`src/rtl/fft_pkg.sv`:
```
// Shared sizing defaults and bank-state encoding for the FFT framing path.
// Imported by the frame buffer top and its per-bank register file.
package fft_pkg;

    localparam int DATA_W_D    = 16;
    localparam int FRAME_LEN_D = 16;

    typedef logic [1:0] bank_st_t;

    localparam bank_st_t BK_EMPTY    = 2'd0;
    localparam bank_st_t BK_FILLING  = 2'd1;
    localparam bank_st_t BK_FULL     = 2'd2;
    localparam bank_st_t BK_DRAINING = 2'd3;

    // A bank holding a complete frame belongs to the reader.
    function automatic logic bank_busy(input bank_st_t s);
        return (s == BK_FULL) || (s == BK_DRAINING);
    endfunction

endpackage

```
`src/rtl/frame_bank.sv`:
```
// One frame of sample storage: single write port, combinational read,
// and the EMPTY/FILLING/FULL/DRAINING lifecycle of the bank.
module frame_bank
    import fft_pkg::*;
#(
    parameter int  DATA_W    = DATA_W_D,
    parameter int  FRAME_LEN = FRAME_LEN_D,
    localparam int IDX_W     = $clog2(FRAME_LEN)
) (
    input  logic              clk,
    input  logic              rst,
    input  logic              i_we,
    input  logic [IDX_W-1:0]  i_widx,
    input  logic [DATA_W-1:0] i_wdata,
    input  logic              i_rd_hs,
    input  logic              i_rd_last,
    input  logic [IDX_W-1:0]  i_ridx,
    output logic [DATA_W-1:0] o_rdata,
    output bank_st_t          o_state
);

    localparam logic [IDX_W-1:0] LAST = IDX_W'(FRAME_LEN - 1);

    logic [DATA_W-1:0] r_mem [FRAME_LEN];
    bank_st_t          r_state;

    always_ff @(posedge clk) begin
        if (i_we)
            r_mem[i_widx] <= i_wdata;
    end

    assign o_rdata = r_mem[i_ridx];
    assign o_state = r_state;

    // Writes and reads never target the same bank on one edge.
    always_ff @(posedge clk or negedge rst) begin
        if (!rst)
            r_state <= BK_EMPTY;
        else if (i_we && (i_widx == LAST))
            r_state <= BK_FULL;
        else if (i_we)
            r_state <= BK_FILLING;
        else if (i_rd_hs && i_rd_last)
            r_state <= BK_EMPTY;
        else if (i_rd_hs)
            r_state <= BK_DRAINING;
    end

endmodule

```
`src/rtl/fft_frame_buffer.sv`:
```
// Ping-pong frame buffer between the FIR output and the FFT input:
// fills one bank while the other drains, dropping samples when both are full.
module fft_frame_buffer
    import fft_pkg::*;
#(
    parameter int  DATA_W    = DATA_W_D,
    parameter int  FRAME_LEN = FRAME_LEN_D,
    localparam int IDX_W     = $clog2(FRAME_LEN)
) (
    input  logic              clk,
    input  logic              rst,
    input  logic              fir_valid,
    input  logic [DATA_W-1:0] fir_d,
    input  logic              frm_ready,
    output logic              frm_valid,
    output logic [DATA_W-1:0] frm_data,
    output logic [IDX_W-1:0]  frm_idx,
    output logic              frm_last,
    output logic              overflow
);

    localparam logic [IDX_W-1:0] LAST = IDX_W'(FRAME_LEN - 1);

    logic             r_wr_bank;
    logic             r_rd_bank;
    logic [IDX_W-1:0] r_wr_idx;
    logic [IDX_W-1:0] r_rd_idx;
    logic             r_overflow;

    bank_st_t          w_st    [2];
    logic [DATA_W-1:0] w_rdata [2];

    logic w_wr_ok;
    logic w_we;
    logic w_wr_last;
    logic w_valid;
    logic w_hs;
    logic w_rd_last;

    assign w_wr_ok   = !bank_busy(w_st[r_wr_bank]);
    assign w_we      = fir_valid && w_wr_ok;
    assign w_wr_last = (r_wr_idx == LAST);
    assign w_valid   = bank_busy(w_st[r_rd_bank]);
    assign w_hs      = w_valid && frm_ready;
    assign w_rd_last = (r_rd_idx == LAST);

    for (genvar b = 0; b < 2; b++) begin : g_bank
        frame_bank #(
            .DATA_W    (DATA_W),
            .FRAME_LEN (FRAME_LEN)
        ) u_bank (
            .clk       (clk),
            .rst       (rst),
            .i_we      (w_we && (r_wr_bank == 1'(b))),
            .i_widx    (r_wr_idx),
            .i_wdata   (fir_d),
            .i_rd_hs   (w_hs && (r_rd_bank == 1'(b))),
            .i_rd_last (w_rd_last),
            .i_ridx    (r_rd_idx),
            .o_rdata   (w_rdata[b]),
            .o_state   (w_st[b])
        );
    end

    // Storage is not cleared by reset, so gate the data path on valid.
    assign frm_valid = w_valid;
    assign frm_data  = w_valid ? w_rdata[r_rd_bank] : '0;
    assign frm_idx   = r_rd_idx;
    assign frm_last  = w_valid && w_rd_last;
    assign overflow  = r_overflow;

    always_ff @(posedge clk or negedge rst) begin
        if (!rst) begin
            r_wr_bank  <= 1'b0;
            r_rd_bank  <= 1'b0;
            r_wr_idx   <= '0;
            r_rd_idx   <= '0;
            r_overflow <= 1'b0;
        end else begin
            if (w_we) begin
                r_wr_idx <= w_wr_last ? '0 : r_wr_idx + IDX_W'(1);
                if (w_wr_last)
                    r_wr_bank <= ~r_wr_bank;
            end
            if (fir_valid && !w_wr_ok)
                r_overflow <= 1'b1;
            if (w_hs) begin
                r_rd_idx <= w_rd_last ? '0 : r_rd_idx + IDX_W'(1);
                if (w_rd_last)
                    r_rd_bank <= ~r_rd_bank;
            end
        end
    end

endmodule

```
`config.mk`:
```
export PLATFORM = sky130hd
export DESIGN_NAME = fft_frame_buffer
export DESIGN_NICKNAME = d
export VERILOG_FILES = /design/src/rtl/fft_pkg.sv /design/src/rtl/frame_bank.sv /design/src/rtl/fft_frame_buffer.sv
export SDC_FILE = /design/constraint.sdc
export NUM_CORES = 1
export LEC_CHECK = 0
export CAP_MARGIN = 20
export CORE_MARGIN = 1.5
export CORE_UTILIZATION = 65
export CTS_CLUSTER_DIAMETER = 120
export CTS_CLUSTER_SIZE = 10
export DETAILED_ROUTE_END_ITERATION = 16
export PLACE_DENSITY = 0.83
export SLEW_MARGIN = 20
export SYNTH_ARGS = -nofsm -noshare
export SYNTH_HDL_FRONTEND = slang
export SYNTH_HIERARCHICAL = 1
export SYNTH_SLANG_ARGS = --single-unit
export TNS_END_PERCENT = 5
```
`constraint.sdc`:
```
create_clock -name clk -period 5.1 [get_ports clk]
set_clock_uncertainty 0.15 [all_clocks]
set_input_delay 1.02 -clock clk [delete_from_list [all_inputs] [get_ports clk]]
set_output_delay 1.02 -clock clk [all_outputs]
set_load 0.005 [all_outputs]
```
Yosys cells after proc, flatten, opt, wreduce, memory -nomap -nowiden:

Memories as Yosys holds them, arrays and structs flattened.
Index checks and enable logic that the tools add are counted.

* bitwise operators: 4
* add/sub/neg operators: 2
* equal/unequal tests: 6
* divide/modulo/power cells: 0
* shifts and indexed selects: 0
* muxes and demuxes: 24
* multiply operators: 0
* $lt $le $gt $ge: 2
* reduce and logical (&&, ||, !) cells: 19

Operator list (count)
* 2-to-1 mux 16 bit: 4
* 2-to-1 mux 2 bit: 14
* logical AND 1 bit: 12
* adder 4 x 1 -> 4 bit (second input constant): 2
* == test 2 bit (second input constant): 4
* == test 4 bit (second input constant): 2
* 2-to-1 mux 4 bit: 2
* nonzero test 4 bit: 2
* greater-or-equal comparator 2 bit (second input constant): 2
* 2-to-1 mux 1 bit: 4
* inverter 1 -> 2 bit: 2
* AND reduction 2 bit: 2
* logical OR 1 bit: 2
* inverter 1 bit: 2
* zero test 1 bit: 1

* bits in read-only memories: 0
* memories kept: 2
* word-level logic and storage cells: 66
* bits in latches: 0
* bits in writable memories: 512
* register bits: 15
* input port bits: 20

Memories
* g_bank[0].u_bank.r_mem: words 16, width 16, read ports 1, clocked after memory_dff 0, write ports 1, line frame_bank.sv:24 `logic [DATA_W-1:0] r_mem [FRAME_LEN];`
* g_bank[1].u_bank.r_mem: words 16, width 16, read ports 1, clocked after memory_dff 0, write ports 1, line frame_bank.sv:24

Longest topological paths before layout:

Gate-level depths: netlist (run 1).

* depth in word-level cells: 12
* depth in mapped cells: 7
* gate-level depth less buffers: 5

Modules after synthesis:

Netlist (run 1), hierarchy kept.

By module, submodules not included
* frame_bank: sequential area each 7737.4 µm², area each 9801.9 µm², instances 2, cells each 424
* fft_frame_buffer: sequential area each 275.3 µm², area each 813.3 µm², instances 1, cells each 87

Least setup slack after synthesis (run 1):

Ideal clock, no wire load.

* path type: input to register
* start: input fir_valid
* end: memory g_bank[0].u_bank/r_mem[0][0] in the netlist's numbering (enable)
* cell stages on the path: 5
* setup slack: 1.446 ns
* data arrival time: 3.094 ns
* cell sequence: inv_1 -> nor3_1 -> inv_1 -> or3_1 -> nor3_1

* word-level cells in the longest chain between the ends: 4

RTL lines
* start, declared: line fft_frame_buffer.sv:12 `input logic fir_valid,`
* logical AND 1 bit: line fft_frame_buffer.sv:41 `assign w_we = fir_valid && w_wr_ok;`
* logical AND 1 bit: line fft_frame_buffer.sv:54 `.i_we (w_we && (r_wr_bank == 1'(b))),`
* 2-to-1 mux 1 bit: line frame_bank.sv:28 `if (i_we)`
* 2-to-1 mux 1 bit (not written as such): line frame_bank.sv:29 `r_mem[i_widx] <= i_wdata;`
* end, declared: line frame_bank.sv:24

No other way between the ends.

==> flow_summary_export.csv, run 1 <==
group,metric,value,unit
sta,tightest_slew,945,ps
sta,whs,395,ps
finish,area_growth,13.5,%
finish,fillers,1485,
flow_run,cap_violations,0,
critical_path,worst_ep_arrival_time,3800,ps
floorplanning,rows,64,
placement,dp_hpwl,25800,um
route,vias,10520,
floorplanning,die-area,32400,um2
route,vias_per_cell,7.09,
global_route,grt-ovfl-total,0,
route,drcViolationCount,0,
finish,seqCellArea,15700,um2
finish,layout-drive-gt1-share,23.6,%
clocking,cts_tree,"done",
critical_path,end_kind,"output pin",
clocking,htree_levels,2,
clocking,clk_latency,590,ps
sta,rsz0062_at_grt,"no",
clocking,cts_root_buffer,"clkbuf_16",
critical_path,critPathRequiredTime,3930,ps
global_route,antenna_found_initial,2,
sta,timing.setup.tns,0,ps
yosys,synth_cells,927,
clocking,hold_buffers,0,
global_route,grtUsageTotal,30.7,%
route,first_pass_iters,5,
clocking,post-cts-setup-buffer-count,0,
clocking,clock-sinks,525,
route,antenna_left,0,
floorplanning,start_util,66.3,%
sta,max_freq,201,MHz
sta,setup_viol,0,
route,drt_iter0_drc,1539,
sta,slew_viol_final,0,
placement,port_buffers,42,
sta,fin_crit_sh,97.4,%
clocking,cts_made_buffers,58,
floorplanning,core_area,30700,um2
floorplanning,pin_count,43,
critical_path,cp_max_fo,27,
yosys,syn_nets,949,
finish,final_nets,1059,
finish,multi_input_area,4400,um2
power_and_ir_drop,ir_worst_vdd,0.000374,V
floorplanning,die_w,180,um
finish,antenna_cells,0,
clocking,cts_resized,0,
yosys,ys_warn_count,6,
status,outcome,"finished, final reports clean",
global_route,grt_pass1_vias,10591,
route,drt_wl_total,48700,um
global_route,grt_max_degree,55,
sta,slew_headroom,36.8,%
power_and_ir_drop,powerDensity,544,nW/um2
global_route,grt_pass1_wl,71400,um
clocking,ctsLongestPathBuffers,3,
clocking,path_clk_slew,60,ps
critical_path,crit_path_start_kind,"register",
critical_path,path_class,"register to output pin",
min_path,hp-class,"register to register",
power_and_ir_drop,power,12.6,mW
floorplanning,die_h,180,um
route,avgRoutedWirePerCell,32.8,um
power_and_ir_drop,p_leak,7.46,nW
placement,gp_congestion,0.833,
yosys,avgSynthCellArea,21.9,um2
sta,finalHoldViolations,0,
sta,final.min_clock_period,4970,ps
yosys,netlist_area,20300,um2
==> worst max-delay path: stages (launching register included) <==
cell and delay (ps):
dfrtp_4 690, buf_12 290, mux4_2 540, a22oi_1 530
nand2_1 260, mux2i_1 310, nor2_1 70, clkdlybuf4s50_1 470
==> report_power, final <==
| group | switching, mW | total, mW | leakage (nW) | internal (mW) |
|---|---|---|---|---|
| clock | 1.59 | 3.73 | 0.788 | 2.14 |
| sequential | 0.277 | 5.15 | 4.75 | 4.87 |
| combinational | 2.01 | 3.70 | 1.92 | 1.69 |
==> state kept, by name, summed over array words and instances, names as in the netlist <==
name / flops
frm_idx: 4
g_bank.u_bank/o_state: 2
g_bank.u_bank/r_mem: 512
overflow: 1
r_rd_bank: 1
r_wr_bank: 1
r_wr_idx: 4
==> area by class of cell <==
class,instances,area share (%)
Sequential cell,525,68.0
Multi-Input combinational cell,353,19.1
Clock buffer,106,7.07
Timing Repair Buffer,95,3.46
Tap cell,396,2.15
Clock inverter,4,0.179
Inverter,4,0.0650
==> metal layers <==
| metal | vias up | global-route usage (%) | part of all wire, % |
|---|---|---|---|
| met1 | 5425 | 43.6 | 36 |
| met2 | 822 | 48.2 | 49 |
| met5 | - | 0 | 0.023 |
| met3 | 135 | 6.97 | 11 |
| met4 | 2 | 10.4 | 3.8 |
| li1 | 4136 | - | - |
==> layout by cell type (no fill, tap or decap), types with 2 or more instances in the layout <==
cell type        instances
xor2_1                   2
nand3_1                  5
nand2_1                 39
and3_1                   2
inv_1                    3
buf_12                   4
inv_6                    2
xnor2_1                  2
and2_1                   3
dfrtp_4                  2
buf_4                   49
nor3_2                   8
or3_1                    2
edfxtp_1               512
a22oi_1                 64
clkbuf_1                48
ha_1                     2
buf_2                   14
nand3b_1                 4
clkbuf_16               58
nand2b_1                 4
dfrtp_1                 11
mux4_2                 108
a21oi_1                  4
mux4_1                  20
nor2b_1                  4
mux2i_1                 16
clkdlybuf4s50_1         28
mux2_2                   4
o32a_1                   4
nor2_1                  46
nor3_1                   3
==> worst paths after layout <==
| kind | depth (start not counted) | to | start | slack, ps |
|---|---|---|---|---|
| worst max-delay path | 7 | frm_data[2] | frm_idx[0] | 130 |
| worst min-delay path | 1 | r_wr_bank | r_wr_bank | 400 |
| worst min register to register | 1 | r_wr_bank | r_wr_bank | 400 |
| min in group asynchronous | 1 | g_bank[0].u_bank/o_state[1] | rst | 810 |
| worst max register to register | 4 | g_bank[0].u_bank/r_mem[3][15] | g_bank[0].u_bank/o_state[1] | 1930 |
| max in group asynchronous | 1 | frm_idx[1] | rst | 3290 |
==> metrics by stage <==
step	utilization, %	setup slack [ps]	cell area [um2]	cells
6_report	75.3	130	23100	1483
5_1_grt	75.3	73.1	23100	1483
4_1_cts	75.4	130	23100	1483
3_5_place_dp	70.0	807	21500	1373
3_3_place_gp	70.1	822	21500	1373
2_1_floorplan	-	1480	20300	927
Note: power is estimated with default switching activity, not from simulation.
==> run 2: changes to the inputs <==
--- a/config.mk
+++ b/config.mk
@@ -8,6 +8,7 @@
 export CAP_MARGIN = 20
 export CORE_MARGIN = 1.5
 export CORE_UTILIZATION = 65
+export CTS_BUF_LIST = sky130_fd_sc_hd__clkbuf_8
 export CTS_CLUSTER_DIAMETER = 120
 export CTS_CLUSTER_SIZE = 10
 export DETAILED_ROUTE_END_ITERATION = 16
==> flow_summary_export.csv, run 2 (synthesized netlist as in run 1, its figures left out) <==
group,metric,value,unit
power_and_ir_drop,p_leak,7.36,nW
placement,dp_hpwl,25800,um
global_route,grt-busiest-layer,"met2",
critical_path,cpPeakStageDelay,690,ps
critical_path,reg2reg_from,"g_bank[0].u_bank/o_state[1]",
finish,final_common_cell,"edfxtp_1",
clocking,cts_tree,"done",
sta,final.min_clock_period,4870,ps
route,antenna_left,0,
finish,layout-drive-gt1-share,23.5,%
power_and_ir_drop,powerDensity,496,nW/um2
clocking,clk_latency,610,ps
finish,area_growth,10.4,%
floorplanning,die_h,180,um
critical_path,critPathBufInv,2,
critical_path,rr_endpoint,"g_bank[0].u_bank/r_mem[3][15]",
critical_path,critPathRequiredTime,3930,ps
floorplanning,core_area,30700,um2
global_route,use_met3,5.15,%
power_and_ir_drop,ir_worst_vdd,0.000297,V
floorplanning,die-area,32400,um2
clocking,ctsLongestPathBuffers,3,
clocking,htree_levels,2,
sta,fin_crit_sh,95.4,%
critical_path,crit_cells,7,
floorplanning,pin_count,43,
min_path,hp-class,"register to register",
clocking,cts_root_buffer,"clkbuf_8",
global_route,antenna_found_initial,0,
floorplanning,start_util,66.3,%
sta,finalHoldViolations,0,
route,avgRoutedWirePerCell,29.7,um
floorplanning,rows,64,
clocking,hold_buffers,0,
route,drcViolationCount,0,
route,drt_iter0_drc,1387,
global_route,met1_usage,41.3,%
critical_path,worst_ep_arrival_time,3700,ps
critical_path,critical_path.cell_chain,"buf_12 > mux4_1 > a22oi_1 > nand2_1 > mux2i_1 > nor2_1 > clkdlybuf4s50_1",
global_route,grt_max_degree,55,
global_route,grt_pass1_vias,10009,
critical_path,crit_path_start_kind,"register",
sta,timing.setup.tns,0,ps
clocking,clock-sinks,525,
min_path,whs_endpoint,"r_wr_bank",
route,first_pass_iters,5,
critical_path,r2r_cells,4,
sta,max_freq,206,MHz
critical_path,cp_max_fo,38,
global_route,use_met2,42.9,%
sta,slew_viol_final,0,
clocking,cts_made_buffers,58,
min_path,min_path_cells,1,
route,vias_per_cell,6.80,
clocking,path_clk_slew,70,ps
sta,rsz0062_at_grt,"no",
critical_path,r2r_setup_slack,2120,ps
critical_path,end_kind,"output pin",
sta,tightest_slew,1110,ps
route,drt_wl_total,44200,um
global_route,grt_pass1_wl,64500,um
finish,largest_reg_flops,512,
finish,finalCoreUtilization,73.2,%
critical_path,path_delay_family,"multiplexers",
finish,final_nets,1060,
critical_path,path_class,"register to output pin",
placement,port_buffers,42,
sta,slew_headroom,25.5,%
finish,fillers,1612,
global_route,grt-ovfl-total,0,
critical_path,crit_slowest_cell,"dfrtp_4",
global_route,grtUsageTotal,27.6,%
finish,layout_common_cells,"512 x edfxtp_1, 108 x mux4_2, 64 x a22oi_1",
route,vias,10103,
status,outcome,"finished, final reports clean",
sta,setup_viol,0,
min_path,min-delay-start,"r_wr_bank",
flow_run,cap_violations,0,
floorplanning,die_w,180,um
placement,gp_congestion,0.833,
finish,regMostFlops,"g_bank.u_bank/r_mem",
## run 2: changes by cell type in the layout (fill, tap and decap cells not counted), moves of 2 or more
cell,before,now
clkinvlp_4,1,3
clkbuf_16,58,0
inv_1,3,51
clkbuf_8,0,58
clkbuf_1,48,0
## run 2: worst max path at each step
stage	startpoint	endpoint	slack, ps
after floorplan	fir_valid	g_bank[0].u_bank/r_mem[0][0]	1480
after global placement	frm_idx[1]	frm_data[6]	820
after detailed placement	frm_idx[1]	frm_data[6]	810
after CTS	frm_idx[1]	frm_data[6]	150
after global routing	frm_idx[0]	frm_data[6]	110
final	frm_idx[0]	frm_data[6]	230
## run 2: routing by layer
metal	vias up	share of wire [%]
li1	4139	-
met5	-	0
met1	5276	38
met2	611	48
met3	77	11
met4	0	2.7
## run 2: timing repair
action | CTS | global route
resized for setup | 0 | 0
buffers inserted | 0 | 1
endpoints found under the setup margin | 0 | 1
## run 2: cell type report
type / instances / area, um2 / area share (%)
timing repair buffer: 96 / 818 / 3.64
sequential: 525 / 15700 / 70.0
inverter: 4 / 15.0 / 0.0669
multi-input combinational: 353 / 4400 / 19.6
antenna: 1 / 2.50 / 0.0111
tap: 396 / 495 / 2.21
clock inverter: 52 / 211 / 0.942
clock buffer: 58 / 798 / 3.56
## run 2: stage by stage
step	setup WS (ps)	total power, mW	hold slack, ps	area [um2]	cells
after floorplan	1480	7.41	306	20300	927
after global placement	822	8.66	355	21500	1373
after detailed placement	807	8.76	356	21500	1373
after CTS	149	11.1	381	22500	1483
after global routing	107	11.5	404	22400	1484
final	234	11.1	395	22500	1485
## run 2: power breakdown
part / internal (mW) / switching, mW
clock network: 1.06 / 1.38
registers: 4.87 / 0.235
logic: 1.69 / 1.90
total: 7.62 / 3.51
==> run 3: changes to the inputs <==
--- a/config.mk
+++ b/config.mk
@@ -12,6 +12,7 @@
 export CTS_CLUSTER_DIAMETER = 120
 export CTS_CLUSTER_SIZE = 10
 export DETAILED_ROUTE_END_ITERATION = 16
+export HOLD_SLACK_MARGIN = 0.02
 export PLACE_DENSITY = 0.83
 export SLEW_MARGIN = 20
 export SYNTH_ARGS = -nofsm -noshare
==> results of run 3 <==
Same layout as run 2: the final DEF is identical, and so are final timing and power.
